===== src/rtl/inter_packet_delay_pkg.sv =====
// Shared constants for the inter-packet delay field.
// Used by the meter and by the generator-side delay block so both agree on
// where the delay lives in tuser and how the gap counter saturates.
package inter_packet_delay_pkg;

   // Default width and lowest tuser bit of the delay field.
   localparam int DELAY_W_DEFAULT   = 32;
   localparam int DELAY_POS_DEFAULT = 32;

   // Saturation fill bit: the gap counter stops at this bit replicated
   // across its whole width (all-ones), so long idles never wrap to a
   // small, misleading delay.
   localparam logic CNT_SAT_BIT = 1'b1;

endpackage


===== src/rtl/inter_packet_delay_meter_gap_counter.sv =====
// Gap counter for the inter-packet delay meter.
// Counts cycles between consecutive SOP handshakes, saturating at all-ones,
// and tracks whether the next SOP is the first one after reset, software
// clear or enable rising (such an SOP carries no meaningful gap).
module ipd_gap_counter
   import inter_packet_delay_pkg::*;
#(
   parameter int W = DELAY_W_DEFAULT
)(
   input  logic         clk,
   input  logic         rst,
   input  logic         sw_rst,
   input  logic         ipd_en,
   input  logic         sop_fire,
   output logic [W-1:0] cnt,
   output logic         first_pkt
);

   localparam logic [W-1:0] CNT_SAT = {W{CNT_SAT_BIT}};

   // Counter and first-packet flag; an SOP handshake outranks sw_rst so the
   // SOP that coincides with a clear becomes the reference for the next gap.
   always_ff @(posedge clk or posedge rst) begin
      if (rst) begin
         cnt       <= '0;
         first_pkt <= 1'b1;
      end else if (!ipd_en) begin
         cnt       <= '0;
         first_pkt <= 1'b1;
      end else if (sop_fire) begin
         cnt       <= W'(1);
         first_pkt <= 1'b0;
      end else if (sw_rst) begin
         cnt       <= '0;
         first_pkt <= 1'b1;
      end else if (cnt != CNT_SAT) begin
         cnt <= cnt + W'(1);
      end
   end

endmodule


===== src/rtl/inter_packet_delay_meter.sv =====
// Inter-packet delay meter.
// Passes an AXI stream through one register stage and, while ipd_en is set,
// overwrites the delay field of every SOP beat's tuser with the number of
// cycles since the previous SOP handshake. Optional gap statistics
// (min/max/count) are built only when IPD_METER_STATS_EN is defined;
// otherwise the statistics outputs are tied to zero.
//
// Handshake: a beat transfers on a rising edge where tvalid and tready are
// both high. The output stage accepts a new beat whenever it is empty or its
// current beat is leaving in the same cycle, so there are no bubbles under
// continuous m_axis_tready, and tvalid/payload stay stable while stalled.
module inter_packet_delay_meter
   import inter_packet_delay_pkg::*;
#(
   parameter int C_S_AXIS_DATA_WIDTH  = 256,
   parameter int C_S_AXIS_TUSER_WIDTH = 128,
   parameter int C_S_AXI_DATA_WIDTH   = DELAY_W_DEFAULT,
   parameter int C_DELAY_POS          = DELAY_POS_DEFAULT
)(
   input  logic                              axi_aclk,
   input  logic                              axi_areset,
   input  logic [C_S_AXIS_DATA_WIDTH-1:0]    s_axis_tdata,
   input  logic [C_S_AXIS_DATA_WIDTH/8-1:0]  s_axis_tstrb,
   input  logic [C_S_AXIS_TUSER_WIDTH-1:0]   s_axis_tuser,
   input  logic                              s_axis_tvalid,
   input  logic                              s_axis_tlast,
   output logic                              s_axis_tready,
   output logic [C_S_AXIS_DATA_WIDTH-1:0]    m_axis_tdata,
   output logic [C_S_AXIS_DATA_WIDTH/8-1:0]  m_axis_tstrb,
   output logic [C_S_AXIS_TUSER_WIDTH-1:0]   m_axis_tuser,
   output logic                              m_axis_tvalid,
   output logic                              m_axis_tlast,
   input  logic                              m_axis_tready,
   input  logic                              sw_rst,
   input  logic                              ipd_en,
   output logic [C_S_AXI_DATA_WIDTH-1:0]     delay_min,
   output logic [C_S_AXI_DATA_WIDTH-1:0]     delay_max,
   output logic [C_S_AXI_DATA_WIDTH-1:0]     pkt_count
);

   localparam int AW = C_S_AXI_DATA_WIDTH;

   logic                            in_pkt;
   logic                            s_fire;
   logic                            sop_fire;
   logic                            first_pkt;
   logic [AW-1:0]                   gap_cnt;
   logic [AW-1:0]                   delay;
   logic [C_S_AXIS_TUSER_WIDTH-1:0] stamped_tuser;

   assign s_axis_tready = !m_axis_tvalid || m_axis_tready;
   assign s_fire        = s_axis_tvalid && s_axis_tready;
   assign sop_fire      = s_fire && !in_pkt;

   // The first SOP of a measurement window, or one coinciding with a clear,
   // has no valid predecessor and reports zero.
   assign delay = (first_pkt || sw_rst) ? '0 : gap_cnt;

   ipd_gap_counter #(
      .W (AW)
   ) u_gap_counter (
      .clk       (axi_aclk),
      .rst       (axi_areset),
      .sw_rst    (sw_rst),
      .ipd_en    (ipd_en),
      .sop_fire  (sop_fire),
      .cnt       (gap_cnt),
      .first_pkt (first_pkt)
   );

   // Packet boundary tracking: the first beat accepted outside a packet is SOP.
   always_ff @(posedge axi_aclk or posedge axi_areset) begin
      if (axi_areset) begin
         in_pkt <= 1'b0;
      end else if (s_fire) begin
         in_pkt <= !s_axis_tlast;
      end
   end

   // Replace only the delay field, and only on measured SOP beats.
   always_comb begin
      stamped_tuser = s_axis_tuser;
      if (sop_fire && ipd_en) begin
         stamped_tuser[C_DELAY_POS +: AW] = delay;
      end
   end

   // Single output register stage.
   always_ff @(posedge axi_aclk or posedge axi_areset) begin
      if (axi_areset) begin
         m_axis_tvalid <= 1'b0;
         m_axis_tdata  <= '0;
         m_axis_tstrb  <= '0;
         m_axis_tuser  <= '0;
         m_axis_tlast  <= 1'b0;
      end else begin
         if (s_axis_tready) begin
            m_axis_tvalid <= s_axis_tvalid;
         end
         if (s_fire) begin
            m_axis_tdata <= s_axis_tdata;
            m_axis_tstrb <= s_axis_tstrb;
            m_axis_tuser <= stamped_tuser;
            m_axis_tlast <= s_axis_tlast;
         end
      end
   end

`ifdef IPD_METER_STATS_EN
   logic measured;

   assign measured = sop_fire && ipd_en && !first_pkt && !sw_rst;

   // Gap statistics; a software clear wins over a coincident measurement.
   always_ff @(posedge axi_aclk or posedge axi_areset) begin
      if (axi_areset) begin
         delay_min <= '1;
         delay_max <= '0;
         pkt_count <= '0;
      end else if (sw_rst) begin
         delay_min <= '1;
         delay_max <= '0;
         pkt_count <= '0;
      end else if (measured) begin
         if (delay < delay_min) delay_min <= delay;
         if (delay > delay_max) delay_max <= delay;
         if (pkt_count != '1)   pkt_count <= pkt_count + AW'(1);
      end
   end
`else
   assign delay_min = '0;
   assign delay_max = '0;
   assign pkt_count = '0;
`endif

endmodule

===== config.mk =====
export PLATFORM = sky130hd
export DESIGN_NAME = inter_packet_delay_meter
export DESIGN_NICKNAME = d
export VERILOG_FILES = /design/src/rtl/inter_packet_delay_pkg.sv /design/src/rtl/inter_packet_delay_meter_gap_counter.sv /design/src/rtl/inter_packet_delay_meter.sv
export SDC_FILE = /design/constraint.sdc
export NUM_CORES = 1
export LEC_CHECK = 0
export BUFFER_PORTS_ARGS = -buffer_cell sky130_fd_sc_hd__buf_2
export CORE_AREA = 4 4 360 362
export DETAILED_ROUTE_END_ITERATION = 6
export DIE_AREA = 0 0 364 366
export GPL_TIMING_DRIVEN = 0
export PLACE_DENSITY = 0.36
export SETUP_SLACK_MARGIN = 0.2
export SLEW_MARGIN = 40
export SYNTH_ARGS = -nofsm -noshare
export SYNTH_HDL_FRONTEND = slang
export SYNTH_HIERARCHICAL = 1
export SYNTH_SLANG_ARGS = --single-unit

===== constraint.sdc =====
create_clock -name axi_aclk -period 18.2 [get_ports axi_aclk]
set_clock_uncertainty 0.15 [all_clocks]
set_input_delay 3.64 -clock axi_aclk [delete_from_list [all_inputs] [get_ports axi_aclk]]
set_output_delay 3.64 -clock axi_aclk [all_outputs]
set_load 0.03 [all_outputs]

==> flow_metrics.py, run 1 <==
metrics = {
    "sta": {
        "relSlewSlack_pct": 50.7,
        "timing.final.max_slew_violations": 0,
        "post-route-period-util_pct": 47.6,
        "fin_hold_ws_ns": 0.348,
        "fin_crit_ns": 8.66,
        "fmaxAchievable_ghz": 0.115,
        "report.final.setup_viol": 0,
        "rsz0062_at_grt": "false",
        "final-hold-violation-count": 0,
        "max_slew.worst_pin.slew_ns": 0.738,
    },
    "clock_network": {
        "clock_tree_from_tritoncts": "built",
        "hold_buffers": 0,
        "htreeDepth": 2,
        "post_cts_resized": 0,
        "clockRootBuffer": "clkbuf_16",
        "cts-root-to-sink-buffers": 3,
        "clk-insertion-delay-late_ns": 0.66,
        "post-cts-setup-buffers": 0,
        "clock-sinks": 452,
        "cts_made_buffers": 59,
        "path_clk_slew_ns": 0.06,
    },
    "critical_path": {
        "timing.setup.critical_path_class": "primary input to output port",
        "cp.required_ns": 14.41,
        "worstPathArrival_ns": 4.87,
        "worstPathMaxFanout": 10,
        "crit_path_start_kind": "primary input",
        "critPathCaptureType": "output port",
    },
    "cells_and_area": {
        "final_cell_mix": "buf_2, dfrtp_1, mux2_2",
        "summed_area_of_non_filler_cells_in_the_final_layout_um2": 27700,
        "layout.area.seq_um2": 11300,
        "most_frequent_standard_cell_in_the_layout_excluding_fill_and_tap_cells": "buf_2",
        "layout-drive-gt1-share_pct": 64.0,
        "layout.nets": 2703,
        "area_delta_synth_final_pct": 47.5,
        "multi_input_area_um2": 6710,
        "fillCellCount": 13900,
    },
    "die": {
        "floorplan.die_area_um2": 133000,
        "coreArea_um2": 127000,
        "die_x_um": 364,
        "io_pins": 938,
        "floorplan.initialDensity_pct": 14.8,
        "rows": 131,
        "die_h_um": 366,
    },
    "grt": {
        "globalRouteOverflowTotal": 0,
        "grt_start_max_net_pins": 70,
        "initial_antenna_violation_count": 50,
        "grt_first_pass_wirelength_um": 115000,
        "groute.usage.overall_pct": 12.1,
        "first_global_vias": 14700,
    },
    "place": {
        "place.gp.congestion": 0.760,
        "io_buffer_count": 840,
        "detailedPlacementHpwl_um": 68600,
        "dpl_cell_area_um2": 25700,
    },
    "drt": {
        "detail_route.wirelength.met1_um": 33000,
        "vias": 14000,
        "ant_nets": 0,
        "postRouteWirelength_um": 84300,
        "top_layer_used": "met5",
        "number_of_vias_per_cell": 3.50,
        "met2_wirelength_um": 42200,
        "met3RoutedLength_um": 7130,
        "wire_per_inst_um": 21.1,
        "remaining_drc_errors": 0,
        "drt_pre_antenna_iters": 4,
        "detail_route.iter0.violations": 602,
    },
    "pwr": {
        "power_per_cell_area_nw_per_um2": 118,
        "switchingPower_uw": 1110,
        "clockPowerShare_pct": 37.2,
        "seqPwrFrac_pct": 37.4,
        "power.combinational.fraction_pct": 25.4,
        "power_switching_share_pct": 33.9,
        "cellInternalPower_uw": 2150,
        "vdd.ir_drop.worst_mv": 0.0682,
        "total_leakage_power_uw": 0.0131,
        "post-layout-total-power_uw": 3260,
    },
    "yosys": {
        "yosys_most_used_dff": "dfrtp_1",
        "synth.ff_latch_count": 452,
        "yosysWarnings": 6,
        "post_synthesis_compound_gate_area_fraction_pct": 5.06,
        "parity_gate_share_of_the_synthesized_area_counting_xor_and_xnor_cells_pct": 0.512,
        "synthSimpleGateAreaFrac_pct": 3.01,
        "asyncSetResetFlopFracSynth_pct": 100,
        "portion_of_the_post_synthesis_area_used_by_sequential_elements_pct": 60.2,
        "yosys.area_share.adder_pct": 0.0665,
        "main_combinational_cell_family_by_area_after_synthesis": "multiplexers",
        "syn-instance-count": 1275,
        "synthesis.area_per_instance_um2": 14.7,
        "yosys-mux-area-fraction_pct": 24.9,
        "syn_std_cell_area_um2": 18800,
        "synth.lib_cells_used.distinct": 49,
        "synth-edff-count": 0,
    },
    "min_path": {
        "hold_class": "flip-flop to flip-flop",
    },
    "status": {
        "status": "complete, no violations",
    },
    "job": {
        "cap_viol_max_count": 0,
    },
}
-- flip-flops by register name, summed over array words and instances (netlist names) --
name / flops
m_axis_tstrb: 32
in_pkt: 1
m_axis_tdata: 256
m_axis_tuser: 128
m_axis_tlast: 1
m_axis_tvalid: 1
u_gap_counter/cnt: 32
u_gap_counter/first_pkt: 1
-- final cells by class --
class                   instances  area share [%]
plain buffers                 167            4.17
flip-flops and latches        452            40.8
diodes                         14           0.126
inverters                       5          0.0947
clock buffers                  87            6.17
multi-input cells             746            24.2
well taps                    1662            7.50
clock inverters                19            1.04
repair buffers                848            15.9
-- logic make-up (layout without fill, tap and decap cells) --
logic type	Yosys count	in the layout
compound gates	151	151
xor+xnor	11	11
fa+ha+maj	1	1
buf+inv	172	1126
flops	452	452
mux	385	385
other cells	1	110
simple gates	102	102
-- cell usage after synthesis (all sizes together) (5+ instances only) --
library cell	count	area (um^2)
a2111oi	5	43.8
a21oi	83	434
a22oi	32	240
buf	146	1080
clkbuf	21	78.8
dfrtp	451	11300
inv	5	18.8
mux2	385	4690
nand2	23	86.3
nand3	7	35.0
nand4	9	56.3
nor2	20	75.1
nor3	5	25.0
o21ai	12	60.1
o31ai	7	57.6
or3	9	56.3
or4	8	60.1
xnor2	8	70.1
-- power groups by stage --
| stage | Combinational, uW | Sequential (uW) | Clock [uW] |
|---|---|---|---|
| global placement | 840 | 1240 | 0 |
| floorplan | 249 | 1510 | 0 |
| CTS | 847 | 1220 | 1270 |
| global route | 880 | 1240 | 1310 |
| finish | 829 | 1220 | 1210 |
| detailed placement | 846 | 1240 | 0 |
-- metal layers --
metal | vias up | track usage [%]
met4 | 6 | 2.81
met3 | 130 | 4.00
met2 | 591 | 21.5
met5 | - | 0
met1 | 6896 | 14.0
li1 | 6394 | -
-- path summary, 6_finish.rpt --
| path | startpoint | to | slack [ns] | depth (start not counted) |
|---|---|---|---|---|
| setup / recovery | m_axis_tready | s_axis_tready | 9.54 | 5 |
| hold / removal | m_axis_tuser[76] | m_axis_tuser[76] | 0.35 | 1 |
| setup reg to reg | m_axis_tvalid | u_gap_counter/cnt[5] | 14.97 | 11 |
| hold reg to reg | m_axis_tuser[76] | m_axis_tuser[76] | 0.35 | 1 |
| max in group asynchronous | axi_areset | m_axis_tdata[208] | 13.75 | 5 |
| min in group asynchronous | axi_areset | m_axis_tuser[63] | 2.77 | 2 |
-- metrics by stage --
step           cells  setup TNS, ns  setup WS, ns  utilization (%)
4_1_cts         3986              0          9.50             21.9
6_report        4000              0          9.54             21.9
2_1_floorplan   1370              0          2.75                -
3_5_place_dp    3880              0          9.50             20.3
3_3_place_gp    3872       -1826.08         -4.45             20.1
5_1_grt         3991              0          9.40             21.9
-- worst max-delay path, cell delays in order --
cell and delay, ns:
buf_2 0.07, nand2b_1 0.08, buf_2 0.33, clkbuf_1 0.43, buf_2 0.30
(Power assumes the default switching activity.)
==> run 2, diff against run 1 <==
ABC_AREA = 1   (was not set)
CORE_AREA = 4 4 363 365   (was 4 4 360 362)
DIE_AREA = 0 0 367 369   (was 0 0 364 366)
clock period = 8.4 ns   (was 18.2 ns; I/O delays follow)
==> flow_metrics.py, run 2 <==
metrics = {
    "min_path": {
        "min-delay-start": "m_axis_tdata[162]",
        "min_path_cells": 2,
        "hold_class": "flip-flop to flip-flop",
        "worst_hold_path.endpoint": "m_axis_tdata[162]",
    },
    "sta": {
        "fin_ws_ns": 4.40,
        "fin_crit_ns": 4.00,
        "fmaxAchievable_ghz": 0.250,
        "post-route-period-util_pct": 47.6,
        "timing.final.max_slew_violations": 0,
        "report.final.setup_viol": 0,
        "rsz0062_at_grt": "false",
        "max_slew.worst_pin.slew_ns": 0.557,
        "tns_ns": 0,
        "final-hold-violation-count": 0,
        "relSlewSlack_pct": 62.8,
        "fin_hold_ws_ns": 0.319,
    },
    "status": {
        "status": "complete, no violations",
    },
    "cells_and_area": {
        "area_delta_synth_final_pct": 48.6,
        "multi_input_area_um2": 6660,
        "layout.area.seq_um2": 11300,
        "fillCellCount": 14600,
        "layout.nets": 3709,
        "register_name_with_the_most_flops": "m_axis_tdata",
        "largest_reg_flops": 256,
        "biggestRegsByFlops": "m_axis_tdata x256, m_axis_tuser x128",
        "final_cell_mix": "nand2_1, buf_2, dfrtp_1",
        "layout-drive-gt1-share_pct": 35.6,
        "most_frequent_standard_cell_in_the_layout_excluding_fill_and_tap_cells": "nand2_1",
        "summed_area_of_non_filler_cells_in_the_final_layout_um2": 28400,
    },
    "grt": {
        "grt_start_max_net_pins": 34,
        "first_global_vias": 18600,
        "globalRouteOverflowTotal": 0,
        "global_route.peak_usage_layer": "met2",
        "global_route_met3_utilization_pct": 4.79,
        "groute.usage.overall_pct": 14.4,
        "globalRouteMet2Util_pct": 23.7,
        "grt_util_met1_pct": 17.9,
        "initial_antenna_violation_count": 42,
        "grt_first_pass_wirelength_um": 141000,
    },
    "yosys": {
        "asyncSetResetFlopFracSynth_pct": 100,
        "netlist.area_leader.share_pct": 59.1,
        "yosys-top-cells-area": "dfrtp_1, nand2_1, buf_4, nand3_1, buf_2",
        "syn-instance-count": 2263,
        "synthesis.area_per_instance_um2": 8.44,
        "synth.lib_cells_used.distinct": 33,
        "yosysWarnings": 6,
        "yosys_most_used_dff": "dfrtp_1",
        "portion_of_the_post_synthesis_area_used_by_sequential_elements_pct": 59.2,
        "post-synth-top-area-cell": "dfrtp_1",
        "syn_std_cell_area_um2": 19100,
        "synth.ff_latch_count": 452,
        "synth.top_cells.by_count": "nand2_1, dfrtp_1, buf_4, nand3_1, nor2_1",
        "synthMostInstantiatedCell": "nand2_1",
        "synth-edff-count": 0,
    },
    "place": {
        "io_buffer_count": 841,
        "detailedPlacementHpwl_um": 82800,
        "dpl_cell_area_um2": 26300,
        "dpl_worst_slack_ns": 4.33,
        "place.gp.congestion": 0.877,
    },
    "clock_network": {
        "post_cts_resized": 0,
        "cts-root-to-sink-buffers": 3,
        "clockRootBuffer": "clkbuf_16",
        "htreeDepth": 2,
        "clock_tree_from_tritoncts": "built",
        "post-cts-setup-buffers": 0,
        "clk-insertion-delay-late_ns": 0.64,
        "clock-sinks": 452,
        "cts_made_buffers": 60,
        "hold_buffers": 0,
        "path_clk_slew_ns": 0.06,
    },
    "critical_path": {
        "cp.required_ns": 6.57,
        "critPathCaptureType": "output port",
        "timing.rr.start": "u_gap_counter/cnt[1]",
        "worstPathMaxFanout": 4,
        "crit_path_start_kind": "primary input",
        "timing.setup.critical_path_class": "primary input to output port",
        "timing.rr.end": "u_gap_counter/cnt[26]",
        "timing.reg2reg.setup_slack_ns": 5.95,
        "reg2regPathDepth": 10,
        "worstPathArrival_ns": 2.17,
    },
    "job": {
        "cap_viol_max_count": 0,
    },
    "die": {
        "floorplan.die_area_um2": 135000,
        "die_h_um": 369,
        "coreArea_um2": 129000,
        "io_pins": 938,
        "floorplan.initialDensity_pct": 14.8,
        "die_x_um": 367,
        "rows": 132,
    },
    "drt": {
        "remaining_drc_errors": 0,
        "vias": 18400,
        "detail_route.iter0.violations": 1258,
        "wire_per_inst_um": 20.2,
        "ant_nets": 0,
        "drt_pre_antenna_iters": 5,
        "number_of_vias_per_cell": 3.67,
        "postRouteWirelength_um": 101000,
    },
    "pwr": {
        "power_per_cell_area_nw_per_um2": 243,
        "vdd.ir_drop.worst_mv": 0.144,
        "total_leakage_power_uw": 0.0157,
    },
}
-- run 2: changes by cell type after synthesis, moves of 14 or more --
cell and change:
nand2_1 +1272, mux2_2 -291, mux2_4 -94, nand3_1 +73
a21oi_1 -69, nor2_1 +57, inv_1 +41, buf_2 +39
nand4_1 +37, a22oi_1 -32, buf_4 +14
-- run 2: area by class of cell --
type / instances / share of cell area (%)
antenna: 16 / 0.141
buffer: 206 / 4.65
clock buffer: 95 / 6.36
clock inverter: 15 / 0.683
inverter: 48 / 0.657
multi-input combinational: 1652 / 23.5
sequential: 452 / 39.8
tap: 1675 / 7.38
timing repair buffer: 865 / 16.8
-- run 2: worst max-delay path, cell delays in order --
cell	delay (ns)
buf_2	0.10
inv_1	0.07
nand2_1	0.11
buf_2	0.21
-- run 2: metal layers --
layer / vias to the layer above / wire (um)
li1: 8875 / -
met1: 8733 / 42200
met2: 688 / 47900
met3: 136 / 8490
met4: 6 / 2750
met5: - / 36
-- run 2: worst max-delay path by stage --
stage	from	endpoint	slack [ns]	depth (start not counted)
final	m_axis_tready	s_axis_tready	4.40	4
after global routing	m_axis_tready	s_axis_tready	4.36	4
after CTS	m_axis_tready	s_axis_tready	4.40	4
after detailed placement	s_axis_tvalid	m_axis_tuser[17]	4.33	8
after global placement	axi_areset	m_axis_tdata[75]	-3.22	2
after floorplan	axi_areset	in_pkt	0.92	1
-- run 2: kinds of logic after synthesis --
group	synth area share, %
other cells	0.0196
simple gates	32.2
compound gates	0.701
buf+inv	7.82
fa+ha+maj	0.0655
flops	59.2
-- run 2: report_power, final --
group | internal (uW) | switching, uW | total (uW) | leakage [uW]
clock | 1580 | 1050 | 2630 | 0.000984
combinational | 458 | 1220 | 1670 | 0.00911
sequential | 2440 | 150 | 2590 | 0.00560
-- run 2: per-stage QoR --
step                      utilization, %  total power (uW)  std cells
after floorplan                        -              3600       2358
after global placement              20.0              4310       4874
after detailed placement            20.5              4340       4898
after CTS                           22.0              7060       5008
after global routing                22.0              7280       5018
final                               22.0              6900       5024
